File: config.mk
export PLATFORM = sky130hd
export DESIGN_NAME = lc2k_fetch_unit
export DESIGN_NICKNAME = d
export VERILOG_FILES = /design/src/rtl/lc2k_fetch_unit.sv
export SDC_FILE = /design/constraint.sdc
export NUM_CORES = 1
export LEC_CHECK = 0
export CORE_ASPECT_RATIO = 0.75
export CORE_MARGIN = 4
export CORE_UTILIZATION = 45
export CTS_CLUSTER_DIAMETER = 60
export DETAILED_ROUTE_END_ITERATION = 8
export PLACE_DENSITY = 0.84
export SLEW_MARGIN = 10
export SYNTH_ARGS = -nofsm -noshare
export SYNTH_HDL_FRONTEND = slang
export SYNTH_SLANG_ARGS = --single-unit
File: constraint.sdc
create_clock -name clk -period 1.85 [get_ports clk]
set_input_delay 0.37 -clock clk [delete_from_list [all_inputs] [get_ports clk]]
set_output_delay 0.37 -clock clk [all_outputs]
set_load 0.1 [all_outputs]
File: src/rtl/lc2k_fetch_unit.sv
// LC2K fetch: holds PC, one imem read outstanding, word+PC to decode; `LC2K_FETCH_HALT_DET_EN adds halt stop.
// Latency: accept at N, response at N+1 earliest, instr_valid at N+2; a redirect kills held/in-flight work.
// Backpressure: req held until imem_req_ready; instr held while !instr_ready; no new fetch until consumed.
module lc2k_fetch_unit #(
    parameter int              PC_W     = 16,
    parameter logic [PC_W-1:0] RESET_PC = '0
) (
    input  logic            clk,
    input  logic            rst_n,
    input  logic            redirect_valid,
    input  logic [PC_W-1:0] redirect_pc,
    output logic            imem_req_valid,
    input  logic            imem_req_ready,
    output logic [PC_W-1:0] imem_addr,
    input  logic            imem_rsp_valid,
    input  logic [31:0]     imem_rsp_data,
    output logic            instr_valid,
    input  logic            instr_ready,
    output logic [31:0]     instr,
    output logic [PC_W-1:0] instr_pc,
    output logic [PC_W-1:0] pc_plus_one,
    output logic            halted
);

`ifdef LC2K_FETCH_HALT_DET_EN
    typedef enum logic [2:0] {IDLE, ISSUE, WAIT, HOLD, HALTED} state_t;
`else
    typedef enum logic [1:0] {IDLE, ISSUE, WAIT, HOLD} state_t;
`endif

    state_t          state, nextState;
    logic [PC_W-1:0] pc;
    logic            drop;
    logic            instrValid;
    logic [31:0]     instrReg;
    logic [PC_W-1:0] instrPcReg;
    logic [PC_W-1:0] pcPlusOneReg;

    logic loadInstr, pcInc, pcRedir, setDrop, clrDrop, clrValid;

    always_ff @(posedge clk or negedge rst_n) begin
        if (!rst_n) state <= IDLE;
        else        state <= nextState;
    end

    always_comb begin
        nextState = state;
        loadInstr = 1'b0;
        pcInc     = 1'b0;
        pcRedir   = 1'b0;
        setDrop   = 1'b0;
        clrDrop   = 1'b0;
        clrValid  = 1'b0;
        case (state)
            IDLE: nextState = ISSUE;
            ISSUE: begin
                pcRedir = redirect_valid;
                if (imem_req_ready) begin
                    // Accepted in the redirect cycle: the read is live, so its response must be dropped.
                    nextState = WAIT;
                    setDrop   = redirect_valid;
                end
            end
            WAIT: begin
                if (redirect_valid) begin
                    pcRedir = 1'b1;
                    if (imem_rsp_valid) begin
                        nextState = ISSUE;
                        clrDrop   = 1'b1;
                    end else begin
                        setDrop = 1'b1;
                    end
                end else if (imem_rsp_valid) begin
                    if (drop) begin
                        clrDrop   = 1'b1;
                        nextState = ISSUE;
                    end else begin
                        loadInstr = 1'b1;
                        nextState = HOLD;
                    end
                end
            end
            HOLD: begin
                if (redirect_valid) begin
                    pcRedir   = 1'b1;
                    clrValid  = 1'b1;
                    nextState = ISSUE;
                end else if (instr_ready) begin
                    clrValid  = 1'b1;
`ifdef LC2K_FETCH_HALT_DET_EN
                    if (instrReg[24:22] == 3'b110) begin
                        nextState = HALTED;
                    end else begin
                        pcInc     = 1'b1;
                        nextState = ISSUE;
                    end
`else
                    pcInc     = 1'b1;
                    nextState = ISSUE;
`endif
                end
            end
            default: nextState = state;
        endcase
    end

    always_ff @(posedge clk or negedge rst_n) begin
        if (!rst_n) begin
            pc           <= RESET_PC;
            drop         <= 1'b0;
            instrValid   <= 1'b0;
            instrReg     <= '0;
            instrPcReg   <= '0;
            pcPlusOneReg <= PC_W'(1);
        end else begin
            if (pcRedir)    pc <= redirect_pc;
            else if (pcInc) pc <= pc + PC_W'(1);

            if (setDrop)      drop <= 1'b1;
            else if (clrDrop) drop <= 1'b0;

            if (loadInstr) begin
                instrValid   <= 1'b1;
                instrReg     <= imem_rsp_data;
                instrPcReg   <= pc;
                pcPlusOneReg <= pc + PC_W'(1);
            end else if (clrValid) begin
                instrValid <= 1'b0;
            end
        end
    end

    assign imem_req_valid = (state == ISSUE);
    assign imem_addr      = pc;
    assign instr_valid    = instrValid;
    assign instr          = instrReg;
    assign instr_pc       = instrPcReg;
    assign pc_plus_one    = pcPlusOneReg;
`ifdef LC2K_FETCH_HALT_DET_EN
    assign halted = (state == HALTED);
`else
    assign halted = 1'b0;
`endif

endmodule

[Word level (Yosys, flattened, before mapping)]
Cells that the tools add are included.
Cells by class
  add/sub/neg operators: 1
  equal/unequal tests: 6
  muxes and demuxes: 34
  reductions and logical operators: 6
Operators with widths (count)
  2-to-1 mux 16 bit: 2
  2-to-1 mux 1 bit: 22
  adder 16 x 1 -> 16 bit (second input constant): 1
  2-to-1 mux 2 bit: 7
  case mux 2 bit (4 select lines): 1
  nonzero test 2 bit: 3
  equality test 2 bit (second input constant): 2
  case mux 1 bit (2 select lines): 2
  != test 3 bit (second input constant): 1
  AND reduction 3 bit: 1
  equality test 2 x 1 -> 1 bit (second input constant): 1
  logical NOT 2 bit: 1
  != test 2 x 1 -> 1 bit (second input constant): 1
  != test 2 bit (second input constant): 1
  OR reduction 2 bit: 1
Word-level totals
  flip-flop bits (word level): 84
  input port bits: 54
  output and inout bits: 83
  word-level logic and storage cells: 54

[Logic depth before layout (Yosys ltp)]
  depth after elaboration: 6
  depth in mapped cells: 8
  mapped depth without buffers: 6

[Worst setup path after synthesis]
No wires, ideal clock.
  kind: reg2reg
  start point: register pc[1] (netlist: imem_addr[1])
  end point: register pcPlusOneReg[12] (netlist: pc_plus_one[12])
  setup time: 0.082 ns
  arrival time: 2.302 ns
  setup slack: -0.534 ns
  cell stages (with the launch flop): 7
  path buffers: 1
  clock period less this slack: 2.384 ns
  cell sequence: dfrtp_1 -> ha_1 -> and4_1 -> buf_2 -> nand3_1 -> or3_1 -> a31oi_1
On the way
  word-level cells in the longest chain between the ends: 1
RTL lines
  start: declaration: RTL line 32  | logic [PC_W-1:0] pc;
  start signal: assignment: RTL line 116  | if (pcRedir) pc <= redirect_pc;
  start signal: assignment: RTL line 117  | else if (pcInc) pc <= pc + PC_W'(1);
  adder 16 x 1 -> 16 bit: RTL line 126  | pcPlusOneReg <= pc + PC_W'(1);
  end signal: assignment: RTL line 126
  end: declaration: RTL line 37  | logic [PC_W-1:0] pcPlusOneReg;
Every way passes these cells.
A chain may end at the register's enable or synchronous reset.

[Worst setup path after layout]
  start point: input port redirect_valid
  end point: register pcPlusOneReg[15] (netlist: pc_plus_one[15])
On the way
  word-level cells in the longest chain between the ends: 2
RTL lines
  start: declaration: RTL line 10  | input logic redirect_valid,
  2-to-1 mux 1 bit: RTL line 65  | if (redirect_valid) begin
  2-to-1 mux 1 bit: RTL line 54  | case (state)
Every way passes these cells.

==> out/metrics.yaml <==
clocking:
  cts.clk_slew.worst_paths_ns: 0.06
  clkLatencyLatePin_ns: 0.34
  clock_path_buffers: 2
  cts_max_level: 3
  holdBufCountCts: 0
  numCtsBuffers: 9
  cts_tree: "built"
  clock_sinks: 84
  cts_root_buffer: "clkbuf_16"
global_routing:
  grt_pass1_vias: 3795
  grt_pass1_wl_um: 19400
  grt_remaining_overflow: 0
  antenna_found_initial: 0
  grt_usage: 0.248
  grt_max_degree: 41
cells_and_area:
  drive_gt1_frac: 0.289
  finalInstanceArea_um2: 6750
  n_fill_cell: 456
  area_growth_syn_to_layout_pct: 75.4
  diodes: 0
  nets: 640
routing:
  drt_iter0_markers: 317
  post-route-drc-count: 0
  finalWirelength_um: 12200
  drtPass1Iterations: 6
  ant_nets: 0
  vias: 3708
  vias_per_cell: 5.37
  wl_per_cell_um: 17.7
placed_design:
  placed_area_um2: 6360
  gp_congestion: 0.867
  port_buffers: 135
  dp_hpwl_um: 9160
yosys:
  yosysTopAreaCellShare: 0.540
  synthMuxAreaShare: 0.0107
  synth_compound_area_frac: 0.0751
  yosysTopAreaCell: "dfrtp_1"
  synth_nets: 485
  synth_xor_area_frac: 0.0364
  ys_ff_latch: 84
  avgSynthCellArea_um2: 9.05
  synth_area_leaders: "dfrtp_1 54%, nand2_1 17%, o21ai_0 2.3%, xnor2_1 2.0%, ha_1 2.0%"
  synth_fa_ha_area_frac: 0.0195
  synth_cell_types: 49
  syn_area_um2: 3850
  synth_cells: 425
  synth_top_family_by_area: "simple AND/OR/NAND/NOR gates"
  yosysSeqAreaShare: 0.547
  yosys.area_share.simple: 0.270
  yosys_warnings: 0
critical_path:
  crit_fanout: 7
  rrSetupSlack_ns: 0.08
  endpoint_kind: "flip-flop"
  r2r_start: "imem_addr[6]"
  arrival_ns: 2.05
  crit_type: "in -> reg"
  worstPathRequired_ns: 2.12
  worstSetupStartpointType: "input port"
  timing.rr.end: "pc_plus_one[15]"
  ff2ff_path_depth: 5
floorplanning:
  die_w_um: 115
  rows: 28
  ios: 137
  core-area_um2: 8090
  initial_core_util: 0.475
  dieArea_um2: 10100
  die_h_um: 88.1
timing:
  min_period_over_period: 0.961
  slew_violations: 0
  max-slew-margin-rel: 0.637
  fmaxAchievable_ghz: 0.562
  setup_violations: 0
  rsz0062_at_grt: "yes"
  tightest_slew_ns: 0.544
  whs_ns: 0.0211
  hold_viol: 0
  finalCriticalPeriod_ns: 1.78
  fin_worst_skew_ns: 0.00887
run:
  cap_violations: 0
run_status:
  status: "completed"
worst_hold_path:
  hold_path_class: "in -> async"
## cells in the mapped netlist (all sizes together)
master	count
nand4	6
dfrtp	83
o211ai	1
nand2	172
xnor2	9
inv	7
a21o	1
clkbuf	19
o22ai	2
a31oi	6
and4	2
a222oi	1
nand4bb	1
ha	6
mux2	1
and2	2
buf	11
conb	1
and3b	1
or3b	1
nor3	7
nand2b	1
or3	5
a22oi	1
a221o	2
nor4bb	1
a31o	1
nor3b	2
nand3b	1
mux2i	3
o311ai	1
o21ai	29
nand4b	1
nor4	2
a21oi	3
a41oi	1
dfstp	1
nand3	9
xor2	7
nor2b	1
or2	1
nor2	12
## area by class of cell
class                      instances  area (µm²)  area share
clock buffer                      11         253      0.0374
timing repair buffer             174        2480       0.367
sequential                        84        2140       0.317
tap                              105         131      0.0195
clock inverter                     5        65.1     0.00964
multi-input combinational        304        1650       0.245
inverter                           7        26.3     0.00389
## sequential cells by signal, indices dropped and copies added, names as in the netlist
name	cells
drop	1
imem_addr	16
instr	32
instr_pc	16
instr_valid	1
pc_plus_one	16
state	2
## layer usage
metal | vias to the layer above | global-route usage | part of all wire
li1 | 1699 | - | -
met1 | 1799 | 0.309 | 0.40
met2 | 185 | 0.414 | 0.49
met3 | 25 | 0.0856 | 0.099
met4 | 0 | 0.0746 | 0.017
met5 | - | 0 | 0
## cell usage in the layout (no fill, tap or decap), types with 5 or more instances in the layout
cell type	count
dfrtp_1	70
a31oi_1	6
xor2_1	7
dfrtp_4	9
nand2_1	170
xnor2_1	9
buf_12	83
nor2_1	12
o21ai_1	12
clkbuf_16	9
nand3_1	8
or3_1	5
clkdlybuf4s50_1	52
buf_4	38
inv_1	7
nor3_1	7
o21ai_0	17
## kinds of logic after synthesis
family          count (synthesis)
buf+inv                        37
mux                             4
fa+ha+maj                       6
flops                          84
compound gates                 49
xor+xnor                       16
other cells                     1
simple gates                  228
## worst max path at each step
| stage | from | endpoint | slack (ns) |
|---|---|---|---|
| floorplan | imem_addr[0] | pc_plus_one[12] | -0.002 |
| global placement | redirect_valid | pc_plus_one[12] | -0.13 |
| detailed placement | redirect_valid | pc_plus_one[14] | -0.20 |
| CTS | state[0] | pc_plus_one[15] | 0.01 |
| global route | state[0] | imem_addr[12] | -0.02 |
| finish | redirect_valid | pc_plus_one[15] | 0.07 |
## through the flow
| step | TNS [ns] | instances | utilization | setup WS, ns |
|---|---|---|---|---|
| final | 0 | 690 | 0.834 | 0.0717 |
| after global routing | -0.0357 | 690 | 0.834 | -0.0187 |
| after CTS | 0 | 685 | 0.827 | 0.00961 |
| after detailed placement | -8.58 | 668 | 0.786 | -0.200 |
| after global placement | -4.12 | 668 | 0.786 | -0.129 |
| after floorplan | -0.00189 | 425 | - | -0.00189 |
## timing repair
action / in CTS / in global routing
setup buffers: 1 / 5
cloned: 0 / 0
pin swaps: 0 / 2
resized for setup: 0 / 7
setup endpoints to repair: 1 / 61
## critical path, stage by stage
cell             delay [ns]
clkdlybuf4s50_1        0.54
buf_4                  0.21
nor4bb_4               0.37
buf_4                  0.21
and2_1                 0.16
mux2i_1                0.09
nand3_1                0.09
Power is not shown: default switching activity piles up to over one toggle a cycle in this logic, so the estimate is an artifact.
